--- src/rtl/scan_chain_ctrl_if.sv ---
// scan_chain_ctrl_if: pattern/response handshakes and scan pins of scan_chain_ctrl.
// SCAN_CHAIN_CTRL_MISR_EN adds the SIG/SIG_CLR signature signals.
interface scan_chain_ctrl_if #(parameter int CHAIN_LEN = 16);
    logic PAT_VALID, PAT_READY, SE, SI, SO, RES_VALID, RES_READY, BUSY;
    logic [CHAIN_LEN-1:0] PAT_DATA, RES_DATA;
`ifdef SCAN_CHAIN_CTRL_MISR_EN
    logic [15:0] SIG;
    logic SIG_CLR;
    modport slave (input PAT_VALID, PAT_DATA, SO, RES_READY, SIG_CLR,
                   output PAT_READY, SE, SI, RES_VALID, RES_DATA, BUSY, SIG);
    modport master (output PAT_VALID, PAT_DATA, SO, RES_READY, SIG_CLR,
                    input PAT_READY, SE, SI, RES_VALID, RES_DATA, BUSY, SIG);
`else
    modport slave (input PAT_VALID, PAT_DATA, SO, RES_READY,
                   output PAT_READY, SE, SI, RES_VALID, RES_DATA, BUSY);
    modport master (output PAT_VALID, PAT_DATA, SO, RES_READY,
                    input PAT_READY, SE, SI, RES_VALID, RES_DATA, BUSY);
`endif
endinterface

--- src/rtl/scan_chain_ctrl.sv ---
// scan_chain_ctrl: sequences load, capture and unload of a scan chain with ready/valid pattern and response.
// SCAN_CHAIN_CTRL_MISR_EN adds a 16-bit signature (x^16+x^12+x^5+1) over every unloaded SO bit.
module scan_chain_ctrl #(parameter int CHAIN_LEN = 16) (
    input logic CLK,
    input logic RST,
    scan_chain_ctrl_if.slave bus
);
    localparam int CW = $clog2(CHAIN_LEN);
    typedef enum logic [2:0] {IDLE, LOAD, CAPTURE, UNLOAD, DONE} state_t;
    state_t state, state_n;
    logic [CW-1:0] cnt, cnt_n;
    logic [CHAIN_LEN-1:0] pat, pat_n, res;
    logic se, si, se_n, si_n, last;
    assign last = cnt == CW'(CHAIN_LEN - 1);
    always_comb begin
        state_n = state;
        pat_n = pat;
        case (state)
            IDLE: if (bus.PAT_VALID) begin
                state_n = LOAD;
                pat_n = bus.PAT_DATA;
            end
            LOAD: if (last) state_n = CAPTURE;
            CAPTURE: state_n = UNLOAD;
            UNLOAD: if (last) state_n = DONE;
            DONE: if (bus.RES_READY) state_n = IDLE;
            default: state_n = IDLE;
        endcase
        cnt_n = state_n != state ? '0 : (state == LOAD || state == UNLOAD) ? cnt + 1'b1 : cnt;
        // SE/SI are registered, so they are computed from the state being entered
        se_n = state_n == LOAD || state_n == UNLOAD;
        si_n = state_n == LOAD && pat_n[cnt_n];
    end
    always_ff @(posedge CLK or posedge RST)
        if (RST) begin
            state <= IDLE;
            cnt <= '0;
            pat <= '0;
            res <= '0;
            se <= 1'b0;
            si <= 1'b0;
        end else begin
            state <= state_n;
            cnt <= cnt_n;
            pat <= pat_n;
            se <= se_n;
            si <= si_n;
            if (state == UNLOAD) res[cnt] <= bus.SO;
        end
    assign bus.PAT_READY = state == IDLE;
    assign bus.BUSY = state != IDLE;
    assign bus.RES_VALID = state == DONE;
    assign bus.RES_DATA = res;
    assign bus.SE = se;
    assign bus.SI = si;
`ifdef SCAN_CHAIN_CTRL_MISR_EN
    logic [15:0] sig;
    always_ff @(posedge CLK or posedge RST)
        if (RST) sig <= '0;
        else if (bus.SIG_CLR) sig <= '0;
        else if (state == UNLOAD) sig <= {sig[14:0], 1'b0} ^ ((sig[15] ^ bus.SO) ? 16'h1021 : 16'h0000);
    assign bus.SIG = sig;
`endif
endmodule

--- src/flat_wrapper.sv ---
// flat-port wrapper written by rule: the top's interface ports become plain ports
module scan_chain_ctrl_flat 
#(parameter int CHAIN_LEN = 16)
  (CLK, RST, bus_PAT_VALID, bus_PAT_DATA, bus_SO, bus_RES_READY, bus_PAT_READY, bus_SE, bus_SI, bus_RES_VALID, bus_RES_DATA, bus_BUSY);
  scan_chain_ctrl_if #(.CHAIN_LEN(CHAIN_LEN)) bus_i ();
  input logic CLK;
  input logic RST;
  input wire logic [$bits(bus_i.PAT_VALID)-1:0] bus_PAT_VALID;
  input wire logic [$bits(bus_i.PAT_DATA)-1:0] bus_PAT_DATA;
  input wire logic [$bits(bus_i.SO)-1:0] bus_SO;
  input wire logic [$bits(bus_i.RES_READY)-1:0] bus_RES_READY;
  output wire logic [$bits(bus_i.PAT_READY)-1:0] bus_PAT_READY;
  output wire logic [$bits(bus_i.SE)-1:0] bus_SE;
  output wire logic [$bits(bus_i.SI)-1:0] bus_SI;
  output wire logic [$bits(bus_i.RES_VALID)-1:0] bus_RES_VALID;
  output wire logic [$bits(bus_i.RES_DATA)-1:0] bus_RES_DATA;
  output wire logic [$bits(bus_i.BUSY)-1:0] bus_BUSY;
  assign bus_i.PAT_VALID = bus_PAT_VALID;
  assign bus_i.PAT_DATA = bus_PAT_DATA;
  assign bus_i.SO = bus_SO;
  assign bus_i.RES_READY = bus_RES_READY;
  assign bus_PAT_READY = bus_i.PAT_READY;
  assign bus_SE = bus_i.SE;
  assign bus_SI = bus_i.SI;
  assign bus_RES_VALID = bus_i.RES_VALID;
  assign bus_RES_DATA = bus_i.RES_DATA;
  assign bus_BUSY = bus_i.BUSY;
  scan_chain_ctrl #(.CHAIN_LEN(CHAIN_LEN)) u_core (.CLK(CLK), .RST(RST), .bus(bus_i));
endmodule
--- config.mk ---
export PLATFORM = sky130hd
export DESIGN_NAME = scan_chain_ctrl_flat
export DESIGN_NICKNAME = d
export VERILOG_FILES = /design/src/rtl/scan_chain_ctrl_if.sv /design/src/rtl/scan_chain_ctrl.sv /design/src/flat_wrapper.sv
export SDC_FILE = /design/constraint.sdc
export NUM_CORES = 1
export LEC_CHECK = 0
export BUFFER_PORTS_ARGS = -buffer_cell sky130_fd_sc_hd__buf_2
export CAP_MARGIN = 10
export CORE_MARGIN = 4
export CORE_UTILIZATION = 55
export CTS_CLUSTER_DIAMETER = 100
export CTS_CLUSTER_SIZE = 8
export DETAILED_ROUTE_END_ITERATION = 8
export PLACE_DENSITY = 0.88
export SLEW_MARGIN = 20
export SYNTH_ARGS = -nofsm -noshare
export SYNTH_HDL_FRONTEND = slang
export SYNTH_SLANG_ARGS = --single-unit
--- constraint.sdc ---
create_clock -name CLK -period 5.67 [get_ports CLK]
set_input_delay 1.134 -clock CLK [delete_from_list [all_inputs] [get_ports CLK]]
set_output_delay 1.134 -clock CLK [all_outputs]
set_load 0.01 [all_outputs]
==> impl_results.md, run 1 <==
* Hold Path Cell Cnt at 1
* Reg2Reg Depth at 7
* Critical Path Source Type: register
* Cell taking the most area after synthesis: dfrtp_1
* DRC at 0
* PortBufs at roughly 40
* Worst R2R Setup Slack at about 3500 ps
* Rel. slew slack at between 60 and 70%
* Critical path class: reg2out
* FF+latch count, synth at 41
* Worst path max stage delay at between 500 and 600 ps
* Crit Path Max Fanout at 11
* Largest net degree at the start of global routing at 42
* Post-synth top flop: dfrtp_1
* Setup TNS at 0 ps
* Worst path buffer plus inverter count at 2
* Routability cong. at 0.771
* Slew at the pin closest to its max-slew limit at between 500 and 600 ps
* CP top delay family: flip-flops
* Fraction of registers with async set/reset at 100%
* 1st-pass router iterations at 4
* Min-Delay Endpoint: u_core.bus.RES_DATA[4]$_DFFE_PP0P_
* Netlist cell types at 35
* Via count at 1,324
* # rows at 21
* Fin crit share at 43.5%
* CTS Buf Count at 5
* Endpoints failing setup at 0
* Synth top area cells: dfrtp_1 50%, mux2_2 9.3%, mux2_4 7.3%, mux2i_1 6.8%, nor2_1 3.3%
* Post-synth EDFFs at 0
* Initial antenna violation count at 0
* Max Freq at ~410 MHz
* Worst R2R End: u_core.bus.SI$_DFF_PP0_
* CTS tree: built
* Post-synth top cells: 41 x dfrtp_1, 18 x nor2_1, 17 x mux2_2
* Worst Clk Skew at 2.72 ps
* Post-Synthesis Cell Area at 2060 um2
* Worst Setup SP: u_core.state[1]$_DFF_PP0_
* Leakage power at ~1.2 nW
* Die width at around 70 um
* Worst setup EP type: output pin
* Crit path cell chain: nor2_1 -> nand2_1 -> inv_1 -> buf_2
* Outcome: finished, final reports clean
* CTS HTree Levels at 2
* Syn_nets at 189
* Hpwl dp at between 2000 and 3000 um
* Post-synthesis cell count at around 160
* Resized cells post-CTS at 0
* Register area share after synthesis at roughly 50%
* Area growth from synthesis to layout at 14.5%
* Vias in the first global route at between 1,000 and 1,500
* Die H at between 60 and 70 um
* MaxCap Viol Count at 0
* Post-Route WL at about 3500 um
* Worst-Skew Late Latency at roughly 280 ps
* Initial cell density of the core at approximately 59%
* Initial DRC count at 75
* Fin crit period at between 2000 and 2500 ps
* Tightest Hold Check Type: reg2reg
* Final slew viol count at 0
* Power Dens Cells at between 500 and 600 nW/um2
* Most frequent cell after synthesis: dfrtp_1
* # IOs at 42
* Peak VDD IR at around 300 uV
* Antenna-violating nets left at 0
* CTS clk-pin slew, worst paths at about 70 ps
* Utilization after layout at approximately two thirds
* GRT Overall Usage at between 10% and 20%
* Core area at between 3000 and 4000 um2
* Fin nets at about 230
* Clock sink total at a little over 40
* Post-CTS Hold Buffers at 0
* Root Buffer: clkbuf_8
* Area fraction of the dominant cell type after synthesis at approximately 50%
* Synth Area per Inst at 12.6 um2
* Fin. Hold Viols at 0
* Layout cells sized above 1 at between 40% and 50%
* Die area at 4790 um2
* Worst Min Path Start: u_core.bus.RES_DATA[4]$_DFFE_PP0P_
* CP Data Required Time at between 4000 and 5000 ps
* RSZ-0062 raised after global routing: false
* Clock buffer depth at 2
* Post-CTS Setup Bufs at 0
* Slowest cell on the critical path: dfrtp_1
* Reg-to-Reg Start: u_core.state[1]$_DFF_PP0_
* Synth Warn # at 0
* Drt via density at between 5 and 6
* CP arrival at between 1000 and 1500 ps
* Grt total ovfl at 0
* N_diodes at 0
* First-pass GRT wire length at ~6200 um
* Mean routed wirelength per cell at 14.0 um
-- worst reg2reg max path: cells and delay by family (launching register included) --
family          cells  cell delay [ps]
compound gates      2              300
flops               1              510
mux                 3              660
simple gates        2              630
-- report_power, final --
part	switching (mW)	internal (mW)	total, mW
registers	0.0836	0.420	0.504
clock network	0.0868	0.0965	0.183
logic	0.300	0.299	0.599
-- cell usage in the layout (no fill, tap or decap), types with 2 or more instances in the layout --
cell and count:
a211oi_2 2, buf_2 41, clkbuf_8 6, dfrtp_1 41, ha_1 4, inv_1 10
mux2_1 5, mux2_2 17, mux2_4 10, mux2i_1 14, nand2_1 4, nand3_1 6
nand4_1 2, nor2_1 18, nor3_1 4, o22ai_1 2, o311a_1 2
-- state kept, by name, indices dropped and copies added, names as in the netlist --
signal	cells
u_core.cnt	4
u_core.bus.SE	1
u_core.bus.RES_DATA	16
u_core.state	3
u_core.pat	16
u_core.bus.SI	1
-- worst max-delay path by stage --
stage | end | depth (start not counted)
3_5_place_dp | u_core.bus.SI$_DFF_PP0_ | 8
2_1_floorplan | u_core.bus.SI$_DFF_PP0_ | 7
4_1_cts | bus_RES_VALID | 4
3_3_place_gp | u_core.bus.SI$_DFF_PP0_ | 8
5_1_grt | bus_RES_VALID | 4
6_report | bus_RES_VALID | 4
-- through the flow --
stage / cell area (um2) / hold slack, ps / power (mW) / worst slack, ps / std cells
floorplan: 2060 / 467 / 0.972 / 3230 / 164
global placement: 2270 / 465 / 1.09 / 3000 / 245
detailed placement: 2270 / 472 / 1.11 / 2940 / 245
CTS: 2360 / 488 / 1.30 / 3210 / 252
global route: 2360 / 513 / 1.39 / 3120 / 252
finish: 2360 / 483 / 1.29 / 3210 / 252
-- metal layers --
layer,global-route usage [%],part of all wire [%],wire length [um],vias to the layer above
met4,7.81,1.7,59,0
met5,0,0,0,-
li1,-,-,-,653
met3,3.48,4.6,161,4
met2,23.6,46,1620,33
met1,21.8,48,1680,634
-- kinds of logic after synthesis --
group	share of synthesized area [%]
compound gates	4.92
xor+xnor	1.22
fa+ha+maj	2.43
buf+inv	4.68
flops	49.8
mux	26.1
simple gates	10.8
-- area by class of cell --
class	count	area, um2
repair buffers	42	213
fillers	269	1110
inverters	10	37.5
well taps	46	57.6
multi-input cells	106	937
clock buffers	7	86.3
flip-flops and latches	41	1030
Power figures use the tool's default switching activity.
==> inputs of run 2 (changes only) <==
--- a/config.mk
+++ b/config.mk
@@ -8,11 +8,11 @@
 export BUFFER_PORTS_ARGS = -buffer_cell sky130_fd_sc_hd__buf_2
 export CAP_MARGIN = 10
 export CORE_MARGIN = 4
-export CORE_UTILIZATION = 55
+export CORE_UTILIZATION = 49
 export CTS_CLUSTER_DIAMETER = 100
 export CTS_CLUSTER_SIZE = 8
 export DETAILED_ROUTE_END_ITERATION = 8
-export PLACE_DENSITY = 0.88
+export PLACE_DENSITY = 0.83
 export SLEW_MARGIN = 20
 export SYNTH_ARGS = -nofsm -noshare
 export SYNTH_HDL_FRONTEND = slang
==> constraint.sdc (replaced) <==
create_clock -name CLK -period 2.1 [get_ports CLK]
set_input_delay 0.42 -clock CLK [delete_from_list [all_inputs] [get_ports CLK]]
set_output_delay 0.42 -clock CLK [all_outputs]
set_load 0.01 [all_outputs]
==> run 2 against run 1 <==
Effect of this change: via count up 8.3%; die area grew 11%; sequential share of layout area down 2.4 points; combinational power rose to 3.1 times the previous value; clock skew rose by 0.70 ps; critical path depth rose by 4; sequential power rose to 2.7 times the previous value; core utilization down 5.8 points; critical path type is now reg2reg; largest cell class unchanged; highest routed layer unchanged.
==> impl_results.md, run 2 (synthesis gave the netlist of run 1 again) <==
* Outcome: finished, final reports clean (unchanged)
* Die H at 72.8 um (was 69.2 um)
* Routability cong. at 0.764 (was 0.771)
* Final slew viol count at 0 (unchanged)
* Setup TNS at 0 ps (unchanged)
* Root Buffer: clkbuf_8 (unchanged)
* Worst Clk Skew at 3.42 ps (was 2.72 ps)
* Antenna-violating nets left at 0 (unchanged)
* Leakage power at 1.24 nW (was 1.18 nW)
* Fin. Hold Viols at 0 (unchanged)
* Reg2Reg Depth at 8 (was 7)
* Grt total ovfl at 0 (unchanged)
* CP Depth at 8 (was 4)
* Sequential power share at 36.3% (was 39.2%)
* Utilization after layout at 62.1% (was 68.0%)
* Crit Path Max Fanout at 8 (was 11)
* CP top delay family: flip-flops (unchanged)
* Fin crit period at approximately 2000 ps
* Tightest Hold Check Type: in2async (was reg2reg)
* Most frequent cells in the layout: 41 x buf_2, 39 x dfrtp_1, 17 x nor2_1, 17 x mux2_2, 13 x mux2i_1 (was 41 x buf_2, 41 x dfrtp_1, 18 x nor2_1, 17 x mux2_2, 14 x mux2i_1)
* Post-Route WL at 4010 um (was 3530 um)
* CP dominant cell by count: a211oi_2
* Worst-Skew Late Latency at 290 ps (was 280 ps)
* Internal power at 2.30 mW (was 815 uW)
* Reg-to-Reg Start: u_core.state[2]$_DFF_PP0_ (was u_core.state[1]$_DFF_PP0_)
* Largest net degree at the start of global routing at 42 (unchanged)
* DRC at 0 (unchanged)
* CP arrival at 2170 ps (was 1330 ps)
* Fin crit share at 96.2%
* Met3 Resource Use GR at 4.82% (was 3.48%)
* Die area at 5300 um2 (was 4790 um2)
* GRT Overall Usage at 16.2% (was 15.9%)
* Clock sink total at 41 (unchanged)
* Area growth from synthesis to layout at 21.6% (was 14.5%)
* Hpwl dp at 2810 um (was 2620 um)
* CTS tree: built (unchanged)
* Worst R2R End: u_core.bus.SI$_DFF_PP0_ (unchanged)
* Fin nets at 244 (was 231)
* PortBufs at 41 (unchanged)
* CTS HTree Levels at 2 (unchanged)
* Placed inst area at 2300 um2 (was 2270 um2)
* # rows at 23 (was 21)
* Critical path class: reg2reg (was reg2out)
* CTS Buf Count at 5 (unchanged)
* Mean routed wirelength per cell at 14.9 um (was 14.0 um)
* Peak VDD IR at 502 uV (was 307 uV)
* N_diodes at 0 (unchanged)
* Endpoints failing setup at 0 (unchanged)
* Slew at the pin closest to its max-slew limit at 509 ps (was 505 ps)
* Worst path max stage delay at 470 ps (was 510 ps)
* Sw Ratio at 37.3% (was 36.6%)
* CTS clk-pin slew, worst paths at 70 ps (about the same)
* Via count at 1,434 (was 1,324)
* Worst setup EP type: register (was output pin)
* Psw at 1.37 mW (was 471 uW)
* Initial DRC count at 59 (was 75)
* CP Data Required Time at 2250 ps (was 4540 ps)
* Post-CTS Hold Buffers at 0 (unchanged)
* Critical Path Source Type: register (unchanged)
* Final instance area at 2500 um2 (was 2360 um2)
* Initial antenna violation count at 0 (unchanged)
* GRT met1 Usage at 20.6% (was 21.8%)
* Global route hottest layer: met2 (unchanged)
* Worst path buffer plus inverter count at 1 (was 2)
* MaxCap Viol Count at 0 (unchanged)
* Die width at 72.8 um (was 69.2 um)
* Worst Setup SP: u_core.state[2]$_DFF_PP0_ (was u_core.state[1]$_DFF_PP0_)
* Vias in the first global route at 1,418 (was 1,320)
* Part of the power in combinational logic at 49.8% (was 46.6%)
* Clock buffer depth at 2 (unchanged)
* Max Freq at a little under 500 MHz
* Core area at 4030 um2 (was 3470 um2)
* Crit path capture: u_core.bus.SI$_DFF_PP0_ (was bus_RES_VALID)
* Leading cell type in the layout, fill and taps excluded: buf_2
* First-pass GRT wire length at 6610 um (was 6200 um)
* Met2 usage at 25.6% (was 23.6%)
* Slowest cell on the critical path: dfrtp_2 (was dfrtp_1)
* Worst R2R Setup Slack at 80 ps (was 3450 ps)
* Clock power share at 13.9% (was 14.3%)
* Hold WS at 245 ps (was 483 ps)
* Drt via density at 5.33 (was 5.25)
* Power Dens Cells at 1470 nW/um2 (was 546 nW/um2)
* 1st-pass router iterations at 4 (unchanged)
* Initial cell density of the core at 51.1% (was 59.4%)
* Crit path cell chain: nor3_4 -> and2_4 -> buf_12 -> mux2_4 -> mux2i_1 -> o22ai_1 -> a211oi_2 -> a211oi_2 (was nor2_1 -> nand2_1 -> inv_1 -> buf_2)
* Layout cells sized above 1 at 45.7% (was 40.3%)
* # IOs at 42 (unchanged)
* Rel. slew slack at 66.1% (was 66.4%)
[run 2: per-layer routing]
layer / up-vias / share of wire [%]
met3: 5 / 5.1
li1: 680 / -
met5: - / 0
met4: 0 / 1.7
met2: 33 / 49
met1: 716 / 44
[run 2: worst min-delay path: stages]
cell	delay [ps]
buf_2	90
inv_1	40
buf_4	430
[run 2: worst min-delay path by stage]
stage	cells past startpoint	to	startpoint
3_5_place_dp	1	u_core.bus.RES_DATA[9]$_DFFE_PP0P_	u_core.bus.RES_DATA[9]$_DFFE_PP0P_
5_1_grt	3	u_core.pat[8]$_DFF_PP0_	RST
3_3_place_gp	1	u_core.bus.RES_DATA[4]$_DFFE_PP0P_	u_core.bus.RES_DATA[4]$_DFFE_PP0P_
4_1_cts	3	u_core.pat[8]$_DFF_PP0_	RST
6_report	3	u_core.pat[8]$_DFF_PP0_	RST
2_1_floorplan	1	u_core.pat[0]$_DFF_PP0_	u_core.pat[0]$_DFF_PP0_
[run 2: repair_timing]
item                                    in CTS  in global routing
resized for setup                            0                  8
setup buffers                                0                  8
endpoints found under the setup margin       0                  1
[run 2: cell type report]
cell class | count | area [um2]
Fill cell | 324 | 1530
Sequential cell | 41 | 1030
Multi-Input combinational cell | 108 | 981
Timing Repair Buffer | 53 | 308
Clock buffer | 7 | 86.3
Tap cell | 50 | 62.6
Inverter | 10 | 37.5
[run 2: power by group through the flow]
stage	Combinational [mW]	Sequential (mW)	Clock [mW]
6_report	1.83	1.34	0.509
5_1_grt	1.99	1.38	0.559
4_1_cts	1.72	1.33	0.521
3_5_place_dp	1.71	1.34	0
3_3_place_gp	1.68	1.32	0
2_1_floorplan	1.27	1.35	0
[run 2: through the flow]
step | std cells | worst slack (ps) | power (mW)
global placement | 252 | 98.9 | 3.00
CTS | 259 | 27.3 | 3.57
floorplan | 164 | 27.7 | 2.62
global route | 269 | -3.00 | 3.93
finish | 269 | 79.4 | 3.68
detailed placement | 252 | 30.8 | 3.05
==> inputs of run 3 (changes only) <==
--- a/config.mk
+++ b/config.mk
@@ -8,11 +8,11 @@
 export BUFFER_PORTS_ARGS = -buffer_cell sky130_fd_sc_hd__buf_2
 export CAP_MARGIN = 10
 export CORE_MARGIN = 4
-export CORE_UTILIZATION = 49
+export CORE_UTILIZATION = 30
 export CTS_CLUSTER_DIAMETER = 100
 export CTS_CLUSTER_SIZE = 8
 export DETAILED_ROUTE_END_ITERATION = 8
-export PLACE_DENSITY = 0.83
+export PLACE_DENSITY = 0.59
 export SLEW_MARGIN = 20
 export SYNTH_ARGS = -nofsm -noshare
 export SYNTH_HDL_FRONTEND = slang
==> run 3 against run 2 <==
Effect of this change: critical path type unchanged; count of clock-buffer cells in the layout down 2; hold slack better by 4.5 ps; register-to-register slack about the same; sequential power about the same; final cell count up 10%; power down 1.4%; fmax about the same.
==> impl_results.md, run 3 (synthesis gave the netlist of run 1 again) <==
* Outcome: finished, final reports clean (unchanged)
* MaxCap Viol Count at 0 (unchanged)
* RSZ-0062 raised after global routing: true
* DP Worst Slack at 22.3 ps (was 30.8 ps)
* Fin. Hold Viols at 0 (unchanged)
* Fin crit period at 2020 ps (about the same)
* Fin nets at 245 (was 244)
* Die width at 90.9 um (was 72.8 um)
* Clock sink total at 41 (unchanged)
* Peak VDD IR at 433 uV (was 502 uV)
* PortBufs at 41 (unchanged)
* Post-Route WL at 4140 um (was 4010 um)
* Worst Clk Skew at 2.99 ps (was 3.42 ps)
* Critical Path Source Type: register (unchanged)
* Final worst slack at 78.0 ps (was 79.4 ps)
* Slowest cell on the critical path: dfrtp_1 (was dfrtp_2)
* Worst-Skew Late Latency at 290 ps (about the same)
* Most frequent cells in the layout: 41 x buf_2, 40 x dfrtp_1, 17 x mux2_2, 16 x nor2_1, 13 x mux2i_1 (was 41 x buf_2, 39 x dfrtp_1, 17 x nor2_1, 17 x mux2_2, 13 x mux2i_1)
* GRT Overall Usage at 10.6% (was 16.2%)
* Core area at 6490 um2 (was 4030 um2)
* Clock buffer depth at 2 (unchanged)
* Tightest Hold Check Type: in2async (unchanged)
* Hpwl dp at 2960 um (was 2810 um)
* CP Data Required Time at 2250 ps (about the same)
* # IOs at 42 (unchanged)
* Area growth from synthesis to layout at 23.2% (was 21.6%)
* Vias in the first global route at 1,417 (was 1,418)
* Root Buffer: clkbuf_8 (unchanged)
* Placed Cells at 280 (was 252)
* CTS tree: built (unchanged)
* Final slew viol count at 0 (unchanged)
* Endpoints failing setup at 0 (unchanged)
* Largest net degree at the start of global routing at 42 (unchanged)
* Leading cell type in the layout, fill and taps excluded: buf_2 (unchanged)
* Worst R2R End: u_core.bus.SI$_DFF_PP0_ (unchanged)
* Reg2Reg Depth at 8 (unchanged)
* Reg-to-Reg Start: u_core.state[1]$_DFF_PP0_ (was u_core.state[2]$_DFF_PP0_)
* CP dominant cell by count: mux2i_1 (was a211oi_2)
* CTS Buf Count at 5 (unchanged)
* Max Freq at 495 MHz (about the same)
* Worst path max stage delay at 410 ps (was 470 ps)
* Layout cells sized above 1 at 46.6% (was 45.7%)
* Slew at the pin closest to its max-slew limit at 509 ps (about the same)
* First-pass GRT wire length at 6970 um (was 6610 um)
* Tot Pwr at 3.63 mW (was 3.68 mW)
* 1st-pass router iterations at 4 (unchanged)
* Rel. slew slack at 66.0% (was 66.1%)
* Worst R2R Setup Slack at 80 ps (about the same)
* CTS HTree Levels at 2 (unchanged)
* Initial DRC count at 88 (was 59)
* Worst setup EP type: register (unchanged)
* CP arrival at 2170 ps (about the same)
* Finished Layout Cells at 296 (was 269)
* Initial cell density of the core at 31.7% (was 51.1%)
* Critical path class: reg2reg (unchanged)
* Die area at 8250 um2 (was 5300 um2)
* Power Dens Cells at 1430 nW/um2 (was 1470 nW/um2)
* Worst path buffer plus inverter count at 1 (unchanged)
* # rows at 29 (was 23)
* CTS clk-pin slew, worst paths at 70 ps (about the same)
* Drt via density at 4.72 (was 5.33)
* Setup TNS at 0 ps (unchanged)
* Antenna-violating nets left at 0 (unchanged)
* Mean routed wirelength per cell at 14.0 um (was 14.9 um)
* Routability cong. at 0.749 (was 0.764)
* Fin crit share at 96.3% (was 96.2%)
* N_diodes at 0 (unchanged)
* Initial antenna violation count at 0 (unchanged)
* CP top delay family: multiplexers (was flip-flops)
* Die H at 90.9 um (was 72.8 um)
* Crit Path Max Fanout at 6 (was 8)
* DRC at 0 (unchanged)
* Crit path cell chain: nor3_4 -> and2_4 -> buf_12 -> mux2_4 -> mux2i_1 -> mux2i_1 -> mux2i_1 -> a211oi_2 (was nor3_4 -> and2_4 -> buf_12 -> mux2_4 -> mux2i_1 -> o22ai_1 -> a211oi_2 -> a211oi_2)
* Via count at 1,397 (was 1,434)
* Grt total ovfl at 0 (unchanged)
* Leakage power at 1.25 nW (was 1.24 nW)
==> run 3: cell count changes in the layout (fill, tap and decap cells not counted), sizes merged <==
cell    change
clkbuf      -2
and2        +1
and2b       -1
buf         +1
clkinv      +1
==> run 3: final cells by class <==
type	instances	area [um2]
sequential	41	1030
inverter	10	37.5
multi-input combinational	108	975
clock inverter	1	5.00
timing repair buffer	54	328
fill	629	3960
tap	77	96.3
clock buffer	5	68.8
==> run 3: report_power, final <==
| part | internal (mW) | switching, mW |
|---|---|---|
| sequential | 1.14 | 0.187 |
| clock | 0.218 | 0.245 |
| combinational | 0.923 | 0.918 |
==> run 3: worst max-delay path by stage <==
| stage | slack, ps | endpoint | cells after the start | startpoint |
|---|---|---|---|---|
| 6_report | 80 | u_core.bus.SI$_DFF_PP0_ | 8 | u_core.state[1]$_DFF_PP0_ |
| 5_1_grt | -50 | u_core.bus.SI$_DFF_PP0_ | 8 | u_core.state[0]$_DFF_PP0_ |
| 4_1_cts | 20 | u_core.bus.SI$_DFF_PP0_ | 8 | u_core.state[0]$_DFF_PP0_ |
| 3_5_place_dp | 20 | u_core.bus.SI$_DFF_PP0_ | 8 | bus_PAT_VALID |
| 3_3_place_gp | 40 | u_core.bus.SI$_DFF_PP0_ | 8 | bus_PAT_VALID |
| 2_1_floorplan | 30 | u_core.bus.SI$_DFF_PP0_ | 9 | u_core.state[0]$_DFF_PP0_ |
==> run 3: through the flow <==
step / area (um2) / hold WS, ps / util, %
after CTS: 2410 / 264 / 37.2
after global routing: 2540 / 297 / 39.1
after floorplan: 2060 / 467 / -
final: 2540 / 249 / 39.1
after detailed placement: 2340 / 470 / 36.0
after global placement: 2340 / 465 / 36.0
==> run 3: worst min-delay path: cells and delay by family <==
family   cells  cell delay [ps]
buf+inv      3              560
==> run 3: what timing repair did <==
item / 4_1_cts / 5_1_grt
setup buffers: 0 / 8
resized for setup: 0 / 7
hold buffers: 0 / 0
endpoints found under the setup margin: 0 / 1
==> run 3: per-layer routing <==
| layer | up-vias | global-route usage (%) | part of all wire [%] | wire, um |
|---|---|---|---|---|
| met4 | 0 | 4.52 | 2.0 | 82 |
| li1 | 679 | - | - | - |
| met1 | 686 | 13.9 | 46 | 1900 |
| met5 | - | 0 | 0 | 0 |
| met3 | 6 | 2.92 | 4.2 | 176 |
| met2 | 26 | 16.4 | 48 | 1980 |
